File: src/rtl/box_cmd_parser.sv
// UDP box command parser: collects 14-byte packets, validates them and
// updates the per-camera overlay box registers.
module box_cmd_parser #(
    parameter int          H_ACT     = 1280,
    parameter int          V_ACT     = 720,
    parameter logic [65:0] BOX1_INIT = {11'd100, 10'd100, 11'd300, 10'd300, 24'hFF0000},
    parameter logic [65:0] BOX2_INIT = {11'd100, 10'd100, 11'd200, 10'd500, 24'hFF0000}
) (
    input  logic        clk,
    input  logic        rst,
    input  logic        valid,
    input  logic [7:0]  data,
    input  logic [15:0] data_len,
    output logic [10:0] box1_sx,
    output logic [9:0]  box1_sy,
    output logic [10:0] box1_ex,
    output logic [9:0]  box1_ey,
    output logic [23:0] box1_color,
    output logic [10:0] box2_sx,
    output logic [9:0]  box2_sy,
    output logic [10:0] box2_ex,
    output logic [9:0]  box2_ey,
    output logic [23:0] box2_color,
    output logic [1:0]  upd,
    output logic        err,
    output logic [1:0]  err_code
);

    localparam logic [15:0] PKT_LEN = 16'd14;
    localparam logic [7:0]  MAGIC   = 8'hA5;
    localparam logic [16:0] H_LIM   = 17'(H_ACT);
    localparam logic [16:0] V_LIM   = 17'(V_ACT);

    typedef enum logic [1:0] {
        IDLE,
        RECV,
        CHECK,
        DRAIN
    } state_t;

    state_t      state;
    state_t      state_nxt;
    logic [3:0]  cnt;
    logic [3:0]  cnt_nxt;
    logic        wr_en;
    logic        len_err;
    logic        eval;
    logic [7:0]  pkt [0:13];

    logic [15:0] sx;
    logic [15:0] sy;
    logic [15:0] ex;
    logic [15:0] ey;
    logic [23:0] color;
    logic [7:0]  csum;
    logic        hdr_bad;
    logic        sum_bad;
    logic        rng_ok;
    logic        cam;

    always_ff @(posedge clk) begin
        if (rst) begin
            state <= IDLE;
            cnt   <= 4'd0;
        end else begin
            state <= state_nxt;
            cnt   <= cnt_nxt;
        end
    end

    always_comb begin
        state_nxt = state;
        cnt_nxt   = cnt;
        wr_en     = 1'b0;
        len_err   = 1'b0;
        eval      = 1'b0;
        unique case (state)
            IDLE: begin
                if (valid) begin
                    wr_en = 1'b1;
                    if (data_len != PKT_LEN) begin
                        state_nxt = DRAIN;
                        len_err   = 1'b1;
                        cnt_nxt   = 4'd0;
                    end else begin
                        state_nxt = RECV;
                        cnt_nxt   = 4'd1;
                    end
                end
            end
            RECV: begin
                if (valid) begin
                    wr_en   = 1'b1;
                    cnt_nxt = cnt + 4'd1;
                    if (cnt == 4'd13) begin
                        state_nxt = CHECK;
                    end
                end else begin
                    state_nxt = IDLE;
                    len_err   = 1'b1;
                    cnt_nxt   = 4'd0;
                end
            end
            CHECK: begin
                cnt_nxt = 4'd0;
                if (valid) begin
                    state_nxt = DRAIN;
                    len_err   = 1'b1;
                end else begin
                    state_nxt = IDLE;
                    eval      = 1'b1;
                end
            end
            DRAIN: begin
                cnt_nxt = 4'd0;
                if (!valid) begin
                    state_nxt = IDLE;
                end
            end
            default: begin
                state_nxt = IDLE;
                cnt_nxt   = 4'd0;
            end
        endcase
    end

    // Byte store is address-indexed by the running count; no reset needed.
    always_ff @(posedge clk) begin
        if (wr_en) begin
            pkt[cnt] <= data;
        end
    end

    always_comb begin
        csum = 8'd0;
        for (int i = 0; i < 13; i++) begin
            csum = csum ^ pkt[i];
        end
    end

    assign sx    = {pkt[2], pkt[3]};
    assign sy    = {pkt[4], pkt[5]};
    assign ex    = {pkt[6], pkt[7]};
    assign ey    = {pkt[8], pkt[9]};
    assign color = {pkt[10], pkt[11], pkt[12]};
    assign cam   = pkt[1][0];

    assign hdr_bad = (pkt[0] != MAGIC) || (pkt[1] > 8'd1);
    assign sum_bad = (csum != pkt[13]);

    // Upper-bit tests keep truncated fields from aliasing into range.
    assign rng_ok = (sx < ex) && ({1'b0, ex} < H_LIM) && (ex[15:11] == 5'd0)
                 && (sy < ey) && ({1'b0, ey} < V_LIM) && (ey[15:10] == 6'd0);

    always_ff @(posedge clk) begin
        if (rst) begin
            {box1_sx, box1_sy, box1_ex, box1_ey, box1_color} <= BOX1_INIT;
            {box2_sx, box2_sy, box2_ex, box2_ey, box2_color} <= BOX2_INIT;
            upd      <= 2'b00;
            err      <= 1'b0;
            err_code <= 2'd0;
        end else begin
            upd      <= 2'b00;
            err      <= 1'b0;
            err_code <= 2'd0;
            if (len_err) begin
                err      <= 1'b1;
                err_code <= 2'd0;
            end else if (eval) begin
                if (hdr_bad) begin
                    err      <= 1'b1;
                    err_code <= 2'd1;
                end else if (sum_bad) begin
                    err      <= 1'b1;
                    err_code <= 2'd2;
                end else if (!rng_ok) begin
                    err      <= 1'b1;
                    err_code <= 2'd3;
                end else if (!cam) begin
                    box1_sx    <= sx[10:0];
                    box1_sy    <= sy[9:0];
                    box1_ex    <= ex[10:0];
                    box1_ey    <= ey[9:0];
                    box1_color <= color;
                    upd        <= 2'b01;
                end else begin
                    box2_sx    <= sx[10:0];
                    box2_sy    <= sy[9:0];
                    box2_ex    <= ex[10:0];
                    box2_ey    <= ey[9:0];
                    box2_color <= color;
                    upd        <= 2'b10;
                end
            end
        end
    end

endmodule

File: config.mk
export PLATFORM = sky130hd
export DESIGN_NAME = box_cmd_parser
export DESIGN_NICKNAME = d
export VERILOG_FILES = /design/src/rtl/box_cmd_parser.sv
export SDC_FILE = /design/constraint.sdc
export NUM_CORES = 1
export LEC_CHECK = 0
export ABC_AREA = 1
export BUFFER_PORTS_ARGS = -buffer_cell sky130_fd_sc_hd__buf_2
export CAP_MARGIN = 0
export CORE_ASPECT_RATIO = 1.4
export CORE_MARGIN = 4
export CORE_UTILIZATION = 30
export CTS_BUF_LIST = sky130_fd_sc_hd__clkbuf_16
export CTS_CLUSTER_SIZE = 20
export DETAILED_ROUTE_END_ITERATION = 8
export PLACE_DENSITY = 0.58
export SLEW_MARGIN = 30
export SYNTH_ARGS = -nofsm -noshare
export SYNTH_HDL_FRONTEND = slang
export SYNTH_SLANG_ARGS = --single-unit
File: constraint.sdc
create_clock -name clk -period 2.85 [get_ports clk]
set_input_delay 0.57 -clock clk [delete_from_list [all_inputs] [get_ports clk]]
set_output_delay 0.57 -clock clk [all_outputs]
set_load 0.005 [all_outputs]
==> impl_metrics.tcl, run 1 <==
set metrics [dict create \
    status "finished clean" \
    synth_top_family_by_area "simple AND/OR/NAND/NOR gates" \
    synth_mux_area_frac 0 \
    grt_usage 0.174 \
    fin_cells 2132 \
    drt_iter0_drc 709 \
    postPlaceCellArea_sq_um 13400 \
    via_per_inst 4.70 \
    cap_violations 0 \
    synth_edf_count 112 \
    yosysSeqAreaShare 0.528 \
    fill_cells 4008 \
    antenna_found_initial 1 \
    yosys.area_share.simple 0.264 \
    dieArea_sq_um 42600 \
    synth_compound_area_frac 0.0605 \
    diodes 0 \
    die_h_microns 243 \
    setup_viol 0 \
    grt_pass1_vias 9475 \
    port_buffers 163 \
    max_freq_mhz 374 \
    cts_root_buf "clkbuf_16" \
    cts_max_level 1 \
    syn_inst 1409 \
    die_x_microns 176 \
    start_kind "flop" \
    dp_slack_ns 0.109 \
    worstMarginPinSlew_ns 0.702 \
    worst_path_most_repeated_cell "o21ai_0" \
    cts_tree "done" \
    critPathArrivalTime_ns 3.09 \
    placedCellCount 2078 \
    critPathTopFamily "simple AND/OR/NAND/NOR gates" \
    leakage_nw 6.59 \
    synth_cell_type_count 38 \
    async_reset_ff_frac 0 \
    finClkSkew_ns 0.0214 \
    drive_above_1_share 0.167 \
    crit_path_end_kind "flop" \
    drcViolationCount 0 \
    hold_ws_ns 0.320 \
    ctsHoldBuffers 0 \
    path_max_fanout 29 \
    maxSlewViolCount 0 \
    fin_crit_sh 0.937 \
    synth_common_cells "nand2_1, nor2_1, inv_1" \
    fp-row-count 85 \
    cts_made_buffers 26 \
    yosys_warnings 0 \
    crit_required_ns 3.27 \
    area_growth_pct 21.7 \
    ios 164 \
    clkTransAtPathRegs_ns 0.06 \
    first_pass_iters 5 \
    path_cells "inv_2 > ha_1 > a21oi_1 > o21ai_0 > nor3_1 > nand3_1 > nor2_2 > nand2_1 > inv_1 > nand2_2 > nor2_4 > nand3_4 > buf_12 > o21ai_0 > nor2_1" \
    clkSinkCount 255 \
    dp_hpwl_microns 28900 \
    final_util 0.371 \
    vias 10000 \
    fin_ws_ns 0.180 \
    final_nets 1652 \
    worst-path-buf-inv 3 \
    overflow 0 \
    ant_nets 0 \
    yosys-top-cells-area "edfxtp_1, dfxtp_1, nand2_1, nor2_1, inv_1" \
    core_sq_um 38600 \
    syn_nets 1470 \
    vdd_drop_max_mv 0.432 \
    synth_fa_ha_area_frac 0.0361 \
    final_area_sq_um 14300 \
    grt_max_degree 69 \
    cts.path.max_buffers 3 \
    critical_path_class "flop to flop" \
    ys_ff_latch 255 \
    initial_utilization 0.305 \
    routabilityCongestion 0.943 \
    worst_skew_pair.late_latency_ns 0.54 \
    cp_slowest_cell "edfxtp_1" \
    reg2reg_depth 15 \
    post_drt_wl_per_cell_microns 18.1 \
    yosysTopAreaCellShare 0.285 \
    grt_pass1_wl_microns 57100 \
    max_stage_delay_ns 0.39 \
    hold_viol_final 0 \
    syn_area_sq_um 11800 \
    whs_path_depth 3 \
    max-slew-margin-rel 0.529 \
    synth_xor_area_frac 0.0357 \
    synthFlopType "dfxtp_1" \
    ff2ff_setup_slack_ns 0.18 \
    hold_path_class "input port to flop" \
    syn_area_per_cell_sq_um 8.36 \
    yosys.cell_count.top_type "nand2_1" \
    powerDensity_nw_per_um2 502 \
    wirelength_microns 38700 \
    yosysTopAreaCell "edfxtp_1" \
    crit_cells 15 \
    post-route-min-period_ns 2.67 \
]
-- cells in the final DEF (no fill, tap or decap), types with 2 or more instances in the layout --
master / synthesis / routed
nand3_1: 75 / 75
buf_4: 9 / 41
edfxtp_1: 112 / 112
ha_1: 34 / 34
xor2_1: 24 / 24
o21ai_0: 52 / 52
clkbuf_16: 0 / 31
nand2_1: 360 / 359
inv_1: 144 / 155
buf_2: 11 / 163
xnor2_1: 24 / 24
nor2_4: 3 / 4
dfxtp_1: 143 / 143
inv_2: 3 / 7
buf_12: 0 / 12
nor2_1: 208 / 207
nand3b_1: 8 / 8
a21oi_1: 19 / 18
o21ai_1: 3 / 3
nand4_1: 61 / 61
nor3_1: 9 / 9
a31oi_1: 45 / 45
nand3_2: 3 / 2
nor4_2: 2 / 2
-- worst min-delay path, cell delays in order --
cell     delay (ns)
buf_2          0.13
nand2_1        0.06
a41oi_1        0.04
-- through the flow --
step / setup TNS [ns] / total power [mW]
finish: 0 / 7.19
global placement: 0 / 4.13
floorplan: 0 / 4.03
CTS: 0 / 7.27
global route: -0.00584 / 7.46
detailed placement: 0 / 4.13
-- report_power, final --
group          switching, mW  total, mW  internal [mW]
clock network           1.39       3.15           1.75
logic                  0.147      0.210         0.0630
registers             0.0107       3.84           3.83
-- cell type report --
| cell class | count | area (sq um) | area share |
|---|---|---|---|
| clock buffer | 28 | 701 | 0.0489 |
| timing repair buffer | 219 | 1440 | 0.100 |
| sequential | 255 | 6230 | 0.434 |
| clock inverter | 19 | 81.3 | 0.00567 |
| multi-input combinational | 942 | 4690 | 0.327 |
| inverter | 147 | 552 | 0.0385 |
| tap | 522 | 653 | 0.0455 |
-- path summary, 6_finish.rpt --
path	startpoint	to
worst max-delay path	pkt[8][5]	box1_sy[1]
worst min-delay path	valid	state[0]
worst max register to register	pkt[8][5]	box1_sy[1]
worst min register to register	box1_ex[5]	box1_ex[5]
-- flip-flops by register name, indices dropped and copies added (netlist names), 11 cells and up --
| signal | cells |
|---|---|
| box2_color | 24 |
| box1_ex | 11 |
| box2_ex | 11 |
| pkt | 112 |
| box1_color | 24 |
| box1_sx | 11 |
| box2_sx | 11 |
-- routing by layer --
metal  vias to the layer above  track usage  part of all wire
li1                       4991            -                 -
met1                      4626        0.201              0.38
met2                       323        0.319              0.51
met3                        78       0.0247             0.061
met4                         2       0.0730             0.047
met5                         -            0           0.00034
-- cell families (layout without fill, tap and decap cells) --
| family | after synthesis | after routing |
|---|---|---|
| AOI/OAI and AO/OA | 127 | 127 |
| buffers and inverters | 212 | 413 |
| xor gates and xnor gates | 48 | 48 |
| DFF | 255 | 255 |
| adders and majority gates | 34 | 34 |
| and+or+nand+nor | 733 | 733 |
-- repair_timing --
| item | in CTS | in global routing |
|---|---|---|
| buffers inserted | 0 | 4 |
| resized for setup | 0 | 6 |
| setup endpoints to repair | 0 | 50 |
(Power assumes the default switching activity.)
==> inputs of run 2 (changes only) <==
--- a/config.mk
+++ b/config.mk
@@ -10,11 +10,11 @@
 export CAP_MARGIN = 0
 export CORE_ASPECT_RATIO = 1.4
 export CORE_MARGIN = 4
-export CORE_UTILIZATION = 30
+export CORE_UTILIZATION = 56
 export CTS_BUF_LIST = sky130_fd_sc_hd__clkbuf_16
 export CTS_CLUSTER_SIZE = 20
 export DETAILED_ROUTE_END_ITERATION = 8
-export PLACE_DENSITY = 0.58
+export PLACE_DENSITY = 0.89
 export SLEW_MARGIN = 30
 export SYNTH_ARGS = -nofsm -noshare
 export SYNTH_HDL_FRONTEND = slang
==> constraint.sdc (replaced) <==
create_clock -name clk -period 3.2 [get_ports clk]
set_input_delay 0.64 -clock clk [delete_from_list [all_inputs] [get_ports clk]]
set_output_delay 0.64 -clock clk [all_outputs]
set_load 0.005 [all_outputs]
==> impl_metrics.tcl, run 2 (synthesis gave the netlist of run 1 again) <==
set metrics [dict create \
    fill_cells 1604 \
    ant_nets 0 \
    crit_path_end_kind "flop" \
    dp_hpwl_microns 25700 \
    status "finished clean" \
    critPathTopFamily "simple AND/OR/NAND/NOR gates" \
    cts.path.max_buffers 3 \
    first_pass_iters 7 \
    postPlaceCellArea_sq_um 12800 \
    fp-row-count 62 \
    power_frac_seq 0.524 \
    start_kind "flop" \
    p_switching_mw 1.39 \
    vdd_drop_max_mv 0.396 \
    cts_resized 0 \
    worst_skew_pair.late_latency_ns 0.53 \
    leakage_nw 6.38 \
    grt_pass1_vias 10100 \
    p_int_mw 5.14 \
    layout_commonest_cell "nand2_1" \
    grt_pass1_wl_microns 53900 \
    power.share.combinational 0.028 \
    power_mw 6.53 \
    p_sw_frac 0.212 \
    via_per_inst 5.75 \
    hold_viol_final 0 \
    die_h_microns 180 \
    reg_top3 "pkt x112, box1_color x24, box2_color x24" \
    powerDensity_nw_per_um2 478 \
    post_cts_buffers 0 \
    max_freq_mhz 349 \
    final_nets 1621 \
    path_cells "nand2_1 > inv_1 > nor2_1 > nand2_1 > nand3_1 > nand2_1 > nand3_1 > nand2_1 > inv_1 > nand2_1 > nor2_1 > nand3_2 > inv_2 > nand3_2 > buf_4 > o21ai_0 > nor2_1" \
    drcViolationCount 0 \
    cts_root_buf "clkbuf_16" \
    grt_max_degree 83 \
    final_area_sq_um 13700 \
    dieArea_sq_um 23500 \
    maxSlewViolCount 0 \
    antenna_found_initial 1 \
    worst_path_most_repeated_cell "nand2_1" \
    initial_utilization 0.571 \
    vias 10500 \
    post_drt_wl_per_cell_microns 19.3 \
    pwr-share-clk 0.448 \
    worst-path-buf-inv 4 \
    cts_tree "done" \
    port_buffers 163 \
    cts_made_buffers 24 \
    ctsHoldBuffers 0 \
    cap_violations 0 \
    area_growth_pct 15.8 \
    cp_slowest_cell "edfxtp_1" \
    clkSinkCount 255 \
    overflow 0 \
    critical_path_class "flop to flop" \
    die_x_microns 131 \
    cts_max_level 1 \
    hold_path_class "input port to flop" \
    worstMarginPinSlew_ns 0.880 \
    drt_iter0_drc 1016 \
    clkTransAtPathRegs_ns 0.07 \
    final.setup.tns_ns 0 \
    rsz0062_at_grt "no" \
    max-slew-margin-rel 0.411 \
    max_stage_delay_ns 0.55 \
    fin_crit_sh 0.896 \
    crit_required_ns 3.61 \
    setup_viol 0 \
    grt_usage 0.295 \
    path_max_fanout 40 \
    wirelength_microns 35300 \
    diodes 0 \
    drive_above_1_share 0.153 \
    post-route-min-period_ns 2.87 \
    critPathArrivalTime_ns 3.27 \
    ios 164 \
    core_sq_um 20600 \
    finClkSkew_ns 0.0185 \
    routabilityCongestion 0.958 \
    mostFrequentLayoutCells "nand2_1, nor2_1, buf_2" \
    largest-register "pkt" \
    largest_register_ffs 112 \
]
-- run 2: changes by cell type in the layout (fill, tap and decap cells not counted), moves of 2 or more --
cell	delta
clkbuf_16	-4
inv_2	-2
bufinv_16	+2
clkinv_2	+3
buf_12	-8
buf_4	-18
clkinv_1	+2
inv_1	-9
-- run 2: area by class of cell --
type | instances | area (sq um) | share of cell area
repair buffers | 190 | 1070 | 0.0783
well taps | 256 | 320 | 0.0235
inverters | 147 | 552 | 0.0404
multi-input cells | 942 | 4670 | 0.342
clock buffers | 27 | 676 | 0.0495
flip-flops and latches | 255 | 6230 | 0.456
clock inverters | 17 | 136 | 0.00999
-- run 2: through the flow --
stage	worst slack [ns]	util	hold slack, ns	std cells
after detailed placement	0.357	0.622	0.436	1790
after floorplan	0.863	-	0.446	1409
final	0.333	0.662	0.446	1834
after global routing	0.143	0.662	0.443	1834
after global placement	0.371	0.622	0.435	1790
after CTS	0.374	0.662	0.417	1834
-- run 2: power by group through the flow --
stage               logic (mW)  clock network (mW)  registers [mW]
floorplan                0.103                   0            3.49
global placement         0.174                   0            3.49
detailed placement       0.181                   0            3.49
CTS                      0.182                2.94            3.42
global route             0.204                3.09            3.42
finish                   0.185                2.92            3.42
-- run 2: worst paths after layout --
check,slack (ns),depth (start not counted),startpoint,endpoint
worst max-delay path,0.33,17,pkt[10][4],box1_sy[4]
worst min-delay path,0.45,3,valid,state[0]
worst max register to register,0.33,17,pkt[10][4],box1_sy[4]
worst min register to register,0.45,2,box1_ex[2],box1_ex[2]
-- run 2: per-layer routing --
metal / track usage / share of wire / vias to the layer above
li1: - / - / 4929
met1: 0.344 / 0.35 / 4827
met2: 0.496 / 0.48 / 614
met3: 0.0499 / 0.086 / 172
met4: 0.182 / 0.079 / 2
met5: 0 / 0.00037 / -
-- run 2: tightest hold or removal path, cell delays in order --
cell,delay [ns]
buf_2,0.14
nand2_1,0.08
a41oi_1,0.06
==> inputs of run 3 (changes only) <==
==> constraint.sdc (replaced) <==
create_clock -name clk -period 3.2 [get_ports clk]
set_input_delay 0.8 -clock clk [delete_from_list [all_inputs] [get_ports clk]]
set_output_delay 0.8 -clock clk [all_outputs]
set_load 0.005 [all_outputs]
==> impl_metrics.tcl, run 3 (synthesis gave the netlist of run 1 again) <==
set metrics [dict create \
    leakage_nw 6.40 \
    cts_resized 0 \
    final_nets 1624 \
    power_frac_seq 0.523 \
    port_buffers 163 \
    cts.path.max_buffers 3 \
    critPathArrivalTime_ns 3.40 \
    post-route-min-period_ns 2.97 \
    fp-row-count 62 \
    p_int_mw 5.15 \
    diodes 0 \
    ff2ff_setup_slack_ns 0.23 \
    maxSlewViolCount 0 \
    drcViolationCount 0 \
    critical_path_class "flop to flop" \
    cts_max_level 1 \
    hold_viol_final 0 \
    post_cts_buffers 0 \
    largest_register_ffs 112 \
    r2r-start "pkt[5][5]" \
    setup_viol 0 \
    drive_above_1_share 0.152 \
    mostFrequentLayoutCells "nand2_1, nor2_1, buf_2" \
    dp_slack_ns 0.237 \
    first_pass_iters 6 \
    max-slew-margin-rel 0.596 \
    clkTransAtPathRegs_ns 0.07 \
    grt_pass1_vias 9940 \
    drt_iter0_drc 1083 \
    p_sw_frac 0.212 \
    power.share.combinational 0.028 \
    powerDensity_nw_per_um2 477 \
    ctsHoldBuffers 0 \
    antenna_found_initial 0 \
    vdd_drop_max_mv 0.430 \
    start_kind "flop" \
    fin_ws_ns 0.227 \
    reg2reg_depth 15 \
    initial_utilization 0.571 \
    dp_hpwl_microns 25400 \
    grt_usage 0.287 \
    final.setup.tns_ns 0 \
    worst_skew_pair.late_latency_ns 0.53 \
    clkSinkCount 255 \
    p_switching_mw 1.38 \
    cap_violations 0 \
    cts_root_buf "clkbuf_16" \
    cts_tree "done" \
    max_freq_mhz 336 \
    crit_required_ns 3.63 \
    worstMarginPinSlew_ns 0.601 \
    dieArea_sq_um 23500 \
    hold_path_class "flop to flop" \
    rsz0062_at_grt "no" \
    ant_nets 0 \
    path_max_fanout 43 \
    r2r_end "box2_sy[4]" \
    core_sq_um 20600 \
    die_h_microns 180 \
    hold_ws_ns 0.451 \
    crit_path_end_kind "flop" \
    grt_pass1_wl_microns 52500 \
    crit_end "box2_sy[4]" \
    status "finished clean" \
    wirelength_microns 34500 \
    routabilityCongestion 0.961 \
    vias 10500 \
    via_per_inst 5.69 \
    post_drt_wl_per_cell_microns 18.8 \
    grt_max_degree 83 \
    reg_top3 "pkt x112, box1_color x24, box2_color x24" \
    area_growth_pct 16.2 \
    finClkSkew_ns 0.0286 \
    largest-register "pkt" \
    fin_crit_sh 0.929 \
    die_x_microns 131 \
    pwr-share-clk 0.449 \
    overflow 0 \
    layout_commonest_cell "nand2_1" \
    cp-startpoint "pkt[5][5]" \
    cts_made_buffers 25 \
    ios 164 \
    fill_cells 1586 \
]
==> run 3: cell count changes in the layout (fill, tap and decap cells not counted), sizes merged <==
cell | before | now
buf | 190 | 192
clkinvlp | 2 | 1
inv | 153 | 155
==> run 3: power groups by stage <==
stage                     sequential, mW  combinational (mW)  clock, mW
after floorplan                     3.49               0.103          0
after detailed placement            3.49               0.179          0
after global placement              3.49               0.173          0
after CTS                           3.42               0.180       2.94
after global routing                3.42               0.202       3.08
final                               3.42               0.183       2.93
==> run 3: critical path, cell delays in order, from the launching register on <==
cell and delay [ns]:
edfxtp_1 0.57, xnor2_1 0.27, nand2_1 0.11, nand2_1 0.07, nand3_1 0.10, nand2_1 0.08
nand2_1 0.05, nand2_1 0.09, nand2_1 0.06, nor2_1 0.24, nand3_2 0.19, nor2_4 0.12
buf_4 0.38, nand4_1 0.30, nand2_1 0.15, nor2_1 0.04
==> run 3: layer usage <==
metal / GRT usage / vias up / part of all wire
met5: 0 / - / 0
met4: 0.182 / 0 / 0.080
met3: 0.0416 / 156 / 0.079
met2: 0.492 / 563 / 0.49
met1: 0.328 / 4812 / 0.35
li1: - / 4921 / -
==> run 3: layout make-up <==
| cell class | count | area (sq um) | share of cell area |
|---|---|---|---|
| repair buffers | 192 | 1100 | 0.0801 |
| multi-input cells | 942 | 4670 | 0.341 |
| clock buffers | 27 | 676 | 0.0494 |
| well taps | 256 | 320 | 0.0234 |
| clock inverters | 18 | 145 | 0.0106 |
| inverters | 147 | 552 | 0.0403 |
| flip-flops and latches | 255 | 6230 | 0.455 |
==> run 3: worst min path at each step <==
| stage | from | end | slack [ns] | cells after the start |
|---|---|---|---|---|
| 5_1_grt | box1_sx[2] | box1_sx[2] | 0.48 | 2 |
| 6_report | box1_color[21] | box1_color[21] | 0.45 | 2 |
| 3_5_place_dp | box1_color[22] | box1_color[22] | 0.44 | 2 |
| 3_3_place_gp | box1_ey[8] | box1_ey[8] | 0.44 | 2 |
| 2_1_floorplan | box1_color[21] | box1_color[21] | 0.45 | 2 |
| 4_1_cts | box1_ex[3] | box1_ex[3] | 0.46 | 2 |
==> run 3: through the flow <==
step | std cells | utilization | power (mW) | instance area, sq um
2_1_floorplan | 1409 | - | 3.59 | 11800
3_3_place_gp | 1792 | 0.624 | 3.66 | 12900
3_5_place_dp | 1792 | 0.624 | 3.67 | 12900
4_1_cts | 1837 | 0.663 | 6.54 | 13700
5_1_grt | 1837 | 0.663 | 6.70 | 13700
6_report | 1837 | 0.663 | 6.53 | 13700
